==> config.mk <==
export PLATFORM = sky130hd
export DESIGN_NAME = cpu_boot_ctrl
export DESIGN_NICKNAME = d
export VERILOG_FILES = /design/src/rtl/cpu_boot_ctrl.sv
export SDC_FILE = /design/constraint.sdc
export NUM_CORES = 1
export LEC_CHECK = 0
export ABC_AREA = 1
export BUFFER_PORTS_ARGS = -buffer_cell sky130_fd_sc_hd__buf_2
export CORE_AREA = 2 2 180 182
export CTS_CLUSTER_DIAMETER = 80
export CTS_CLUSTER_SIZE = 40
export DETAILED_ROUTE_END_ITERATION = 8
export DIE_AREA = 0 0 182 184
export PLACE_DENSITY = 0.47
export SLEW_MARGIN = 20
export SYNTH_ARGS = -nofsm -noshare
export SYNTH_HDL_FRONTEND = slang
export SYNTH_SLANG_ARGS = --single-unit
==> constraint.sdc <==
create_clock -name clk -period 8.5 [get_ports clk]
set_input_delay 0.425 -clock clk [delete_from_list [all_inputs] [get_ports clk]]
set_output_delay 0.425 -clock clk [all_outputs]
set_load 0.01 [all_outputs]
==> src/rtl/cpu_boot_ctrl.sv <==
// CPU boot controller: loads instruction/data memories from a stream,
// releases and runs the CPU for a cycle budget, then dumps data memory.
module cpu_boot_ctrl #(
  parameter int IMEM_DEPTH = 128,
  parameter int DMEM_DEPTH = 128,
  parameter int LEN_W      = 8,
  parameter int CNT_W      = 16
) (
  input  logic             clk,
  input  logic             arst,
  input  logic             start,
  input  logic             abort,
  input  logic [LEN_W-1:0] imem_words,
  input  logic [LEN_W-1:0] dmem_words,
  input  logic [CNT_W-1:0] run_cycles,
  input  logic             s_valid,
  output logic             s_ready,
  input  logic [63:0]      s_data,
  output logic             m_valid,
  input  logic             m_ready,
  output logic [63:0]      m_data,
  output logic             cpu_enable,
  output logic             cpu_arst_n,
  output logic [63:0]      addr_ext,
  output logic             wen_ext,
  output logic             ren_ext,
  output logic [31:0]      wdata_ext,
  output logic [63:0]      addr_ext_2,
  output logic             wen_ext_2,
  output logic             ren_ext_2,
  output logic [63:0]      wdata_ext_2,
  input  logic [63:0]      rdata_ext_2,
  output logic             busy,
  output logic             done
);

  localparam int MAXD =
    (IMEM_DEPTH > DMEM_DEPTH) ? IMEM_DEPTH : DMEM_DEPTH;
  localparam int IW = $clog2(MAXD + 1);

  typedef enum logic [2:0] {
    IDLE,
    LOAD_I,
    LOAD_D,
    RUN,
    DUMP_RD,
    DUMP_WAIT,
    DUMP_OUT
  } state_e;

  state_e           state_q, state_d;
  logic [IW-1:0]    ilen_q, ilen_d;
  logic [IW-1:0]    dlen_q, dlen_d;
  logic [IW-1:0]    idx_q, idx_d;
  logic [CNT_W-1:0] cnt_q, cnt_d;
  logic [63:0]      mdata_q, mdata_d;
  logic             done_q, done_d;

  logic [IW-1:0]    idx_nx;
  logic             ilast;
  logic             dlast;

  assign idx_nx = idx_q + IW'(1);
  assign ilast  = (idx_nx == ilen_q);
  assign dlast  = (idx_nx == dlen_q);

  assign ren_ext = 1'b0;
  assign busy    = (state_q != IDLE);
  assign done    = done_q;
  assign m_data  = mdata_q;

  // State, lengths, index, run counter and dump word register.
  always_ff @(posedge clk or posedge arst) begin
    if (arst) begin
      state_q <= IDLE;
      ilen_q  <= '0;
      dlen_q  <= '0;
      idx_q   <= '0;
      cnt_q   <= '0;
      mdata_q <= '0;
      done_q  <= 1'b0;
    end else begin
      state_q <= state_d;
      ilen_q  <= ilen_d;
      dlen_q  <= dlen_d;
      idx_q   <= idx_d;
      cnt_q   <= cnt_d;
      mdata_q <= mdata_d;
      done_q  <= done_d;
    end
  end

  // Next-state logic and per-state strobes.
  always_comb begin
    state_d     = state_q;
    ilen_d      = ilen_q;
    dlen_d      = dlen_q;
    idx_d       = idx_q;
    cnt_d       = cnt_q;
    mdata_d     = mdata_q;
    done_d      = 1'b0;
    s_ready     = 1'b0;
    wen_ext     = 1'b0;
    addr_ext    = '0;
    wdata_ext   = '0;
    wen_ext_2   = 1'b0;
    ren_ext_2   = 1'b0;
    addr_ext_2  = '0;
    wdata_ext_2 = '0;
    m_valid     = 1'b0;
    cpu_enable  = 1'b0;
    cpu_arst_n  = 1'b0;

    unique case (state_q)
      IDLE: begin
        if (start) begin
          ilen_d = (32'(imem_words) > 32'(IMEM_DEPTH))
                 ? IW'(IMEM_DEPTH) : IW'(imem_words);
          dlen_d = (32'(dmem_words) > 32'(DMEM_DEPTH))
                 ? IW'(DMEM_DEPTH) : IW'(dmem_words);
          cnt_d  = run_cycles;
          idx_d  = '0;
          if (ilen_d != '0)
            state_d = LOAD_I;
          else if (dlen_d != '0)
            state_d = LOAD_D;
          else if (run_cycles != '0)
            state_d = RUN;
          else
            done_d = 1'b1;
        end
      end
      LOAD_I: begin
        s_ready  = 1'b1;
        addr_ext = 64'(idx_q) << 2;
        if (s_valid) begin
          wen_ext   = 1'b1;
          wdata_ext = s_data[31:0];
          if (ilast) begin
            idx_d = '0;
            if (dlen_q != '0)
              state_d = LOAD_D;
            else if (cnt_q != '0)
              state_d = RUN;
            else begin
              state_d = IDLE;
              done_d  = 1'b1;
            end
          end else begin
            idx_d = idx_nx;
          end
        end
      end
      LOAD_D: begin
        s_ready    = 1'b1;
        addr_ext_2 = 64'(idx_q) << 3;
        if (s_valid) begin
          wen_ext_2   = 1'b1;
          wdata_ext_2 = s_data;
          if (dlast) begin
            idx_d   = '0;
            state_d = (cnt_q != '0) ? RUN : DUMP_RD;
          end else begin
            idx_d = idx_nx;
          end
        end
      end
      RUN: begin
        cpu_enable = 1'b1;
        cpu_arst_n = 1'b1;
        cnt_d      = cnt_q - CNT_W'(1);
        if (cnt_q <= CNT_W'(1)) begin
          idx_d = '0;
          if (dlen_q != '0)
            state_d = DUMP_RD;
          else begin
            state_d = IDLE;
            done_d  = 1'b1;
          end
        end
      end
      DUMP_RD: begin
        cpu_arst_n = 1'b1;
        ren_ext_2  = 1'b1;
        addr_ext_2 = 64'(idx_q) << 3;
        state_d    = DUMP_WAIT;
      end
      DUMP_WAIT: begin
        cpu_arst_n = 1'b1;
        mdata_d    = rdata_ext_2;
        state_d    = DUMP_OUT;
      end
      DUMP_OUT: begin
        cpu_arst_n = 1'b1;
        m_valid    = 1'b1;
        if (m_ready) begin
          if (dlast) begin
            idx_d   = '0;
            state_d = IDLE;
            done_d  = 1'b1;
          end else begin
            idx_d   = idx_nx;
            state_d = DUMP_RD;
          end
        end
      end
      default: state_d = IDLE;
    endcase

    // Abort overrides every transition and suppresses completion.
    if (abort) begin
      state_d = IDLE;
      idx_d   = '0;
      done_d  = 1'b0;
    end
  end

endmodule

==> flow_metrics.py <==
metrics = {
    "grt": {
        "grt_overflow_total": 0,
        "first_global_vias": 6467,
        "grt_use_total_pct": 15.4,
        "grt_max_degree": 66,
        "antenna_found_initial": 2,
        "grt_pass1_wl_mm": 38.4,
    },
    "timing": {
        "worst_pin_slew_ns": 0.889,
        "post-route-period-util_pct": 36.7,
        "rsz0062_at_grt": "false",
        "hold_viol": 0,
        "report.final.slew_viol_count": 0,
        "tns_ns": 0,
        "worst_clock_skew_ns": 0.0121,
        "max_freq_mhz": 320,
        "holdWs_ns": 0.137,
        "final.min_clock_period_ns": 3.12,
        "slew_headroom_pct": 40.7,
        "setup_viol": 0,
        "fin_ws_ns": 5.38,
    },
    "die": {
        "core_mm2": 0.0314,
        "die_height_um": 184,
        "io_pins": 464,
        "start_util_pct": 22.1,
        "die_area_mm2": 0.0335,
        "dieWidth_um": 182,
        "rows": 65,
    },
    "route": {
        "via_per_inst": 4.10,
        "vias": 6667,
        "drtAntennaViolNets": 0,
        "dr.pass1.iters": 4,
        "post_drt_wl_per_cell_um": 16.4,
        "drt_iter0_markers": 306,
        "routed_wirelength_mm": 26.7,
        "drc": 0,
    },
    "critical_path": {
        "r2r_start": "state_q[1]",
        "path_cells": "inv_1 > nor2_4 > nand2_2 > nor2_1 > inv_1 > nor2_1 > buf_2",
        "cp-end-kind": "output port",
        "cpMaxStageDelayCell": "inv_1",
        "cpPeakStageDelay_ns": 0.69,
        "critPathKind": "register to output port",
        "worstPathMaxFanout": 36,
        "critPathLaunchType": "register",
        "worstPathArrival_ns": 2.70,
        "cp-startpoint": "state_q[1]",
        "critPathRequiredTime_ns": 8.08,
    },
    "logic_synthesis": {
        "yosys-top-cells-count": "167 x nor2_1, 131 x nand2_1, 114 x buf_4",
        "synthArstFlopShare_pct": 100,
        "synth-main-ff-cell": "dfrtp_1",
        "ys_ff_latch": 108,
        "synth_area_leaders": "dfrtp_1 39%, buf_4 12%, mux2_2 10%",
        "yosysWarnings": 0,
        "yosys.area.top_type": "dfrtp_1",
        "postSynthAreaPerCell_um2": 7.87,
        "yosysSeqAreaShare_pct": 39.0,
        "yosys.cell_count.top_type": "nor2_1",
        "yosys.cell_types.count": 39,
        "syn-cell-area_mm2": 0.00693,
        "synth_edf_count": 0,
        "synth_top_area_share_pct": 39.0,
        "synth_cells": 880,
    },
    "cts": {
        "clk_pin_slew_ns": 0.08,
        "cts_resized": 0,
        "postCtsHoldBufs": 0,
        "cts_tree": "built",
        "clock-sinks": 108,
        "postCtsSetupBuffers": 0,
        "clockBufferDepth": 2,
        "ctsHtreeMaxLevel": 3,
        "numCtsBuffers": 9,
        "root_buffer": "clkbuf_16",
        "clk_latency_ns": 0.37,
    },
    "placement": {
        "dp_slack_ns": 5.77,
        "dpl.hpwl_mm": 22.2,
        "port_buffers": 350,
        "gp_congestion": 0.833,
    },
    "finish": {
        "nets": 1387,
        "fillers": 3463,
        "layout-drive-gt1-share_pct": 37.1,
        "seq_area_mm2": 0.00270,
        "syn_to_final_growth_pct": 29.5,
        "multi_input_area_mm2": 0.00330,
    },
    "worst_hold_path": {
        "hp-class": "primary input to async pin",
    },
    "pwr": {
        "peakVddDrop_v": 0.000141,
        "p_leak_nw": 5.01,
        "p_per_area_mw_per_mm2": 235,
    },
    "flow_run": {
        "cap_violations": 0,
    },
    "outcome": {
        "status": "complete, no violations",
    },
}
cell families after synthesis:
family	count (synthesis)	synth area share, %
AO/OA/AOI/OAI	63	5.58
AND/OR/NAND/NOR	394	24.2
multiplexers	64	10.4
other	1	0.0541
adder cells (fa/ha/maj)	3	0.542
flip-flops	108	39.0
buffers and inverters	241	19.4
XOR/XNOR	6	0.759
where the power goes:
part | switching (W) | internal [W] | total (W)
clock | 0.000212 | 0.000211 | 0.000423
combinational | 0.000574 | 0.000334 | 0.000908
sequential | 0.000106 | 0.000670 | 0.000776
per-stage QoR:
| step | power (W) | area, um2 | std cells | util [%] |
|---|---|---|---|---|
| 2_1_floorplan | 0.00137 | 7350 | 992 | - |
| 3_3_place_gp | 0.00170 | 8680 | 1609 | 27.7 |
| 3_5_place_dp | 0.00171 | 8680 | 1609 | 27.7 |
| 4_1_cts | 0.00214 | 8970 | 1625 | 28.6 |
| 5_1_grt | 0.00227 | 8970 | 1625 | 28.6 |
| 6_report | 0.00211 | 8970 | 1626 | 28.6 |
critical path: cells and delay by family (launching register included):
family | cells | cell delay (ns)
buffers and inverters | 3 | 1.04
flip-flops | 1 | 0.41
AND/OR/NAND/NOR | 4 | 0.86
final cells by class:
type / instances / area share (%)
Timing Repair Buffer: 356 / 20.0
Antenna cell: 1 / 0.0279
Sequential cell: 108 / 30.1
Clock buffer: 10 / 2.66
Tap cell: 402 / 5.61
Multi-Input combinational cell: 643 / 36.8
Clock inverter: 6 / 0.530
Inverter: 100 / 4.21
cell usage in the layout (no fill, tap or decap), drive strengths merged, types with 5 or more instances in the layout:
master,Yosys,final
buf,131,356
inv,100,102
o211ai,8,8
nor2,174,174
dfrtp,108,108
o22ai,8,8
nand3b,5,5
nand4,13,13
o21ai,33,33
conb,1,113
clkbuf,10,10
nor3,6,6
nand3,61,61
nand2,134,134
mux2,64,64
routing by layer:
| metal | global-route usage [%] | up-vias | wire (um) |
|---|---|---|---|
| met1 | 16.9 | 3067 | 10100 |
| met2 | 28.0 | 318 | 13700 |
| li1 | - | 3250 | - |
| met4 | 5.74 | 2 | 741 |
| met3 | 4.54 | 30 | 2140 |
| met5 | 0 | - | 13 |
state kept, by name, summed over array words and instances (netlist names):
signal   cells
m_data      64
cnt_q       16
dlen_q       8
idx_q        8
ilen_q       8
state_q      3
done         1
worst paths after layout:
| check | endpoint | slack (ns) | cells past startpoint |
|---|---|---|---|
| worst max-delay path | wdata_ext_2[17] | 5.38 | 7 |
| worst min-delay path | dlen_q[0] | 0.14 | 2 |
| worst max register to register | state_q[0] | 6.25 | 9 |
| worst min register to register | m_data[0] | 0.50 | 1 |
| max in group asynchronous | m_data[62] | 7.10 | 3 |
| min in group clk | m_data[31] | 0.29 | 2 |
No activity file was read; power rests on OpenSTA's default activity.
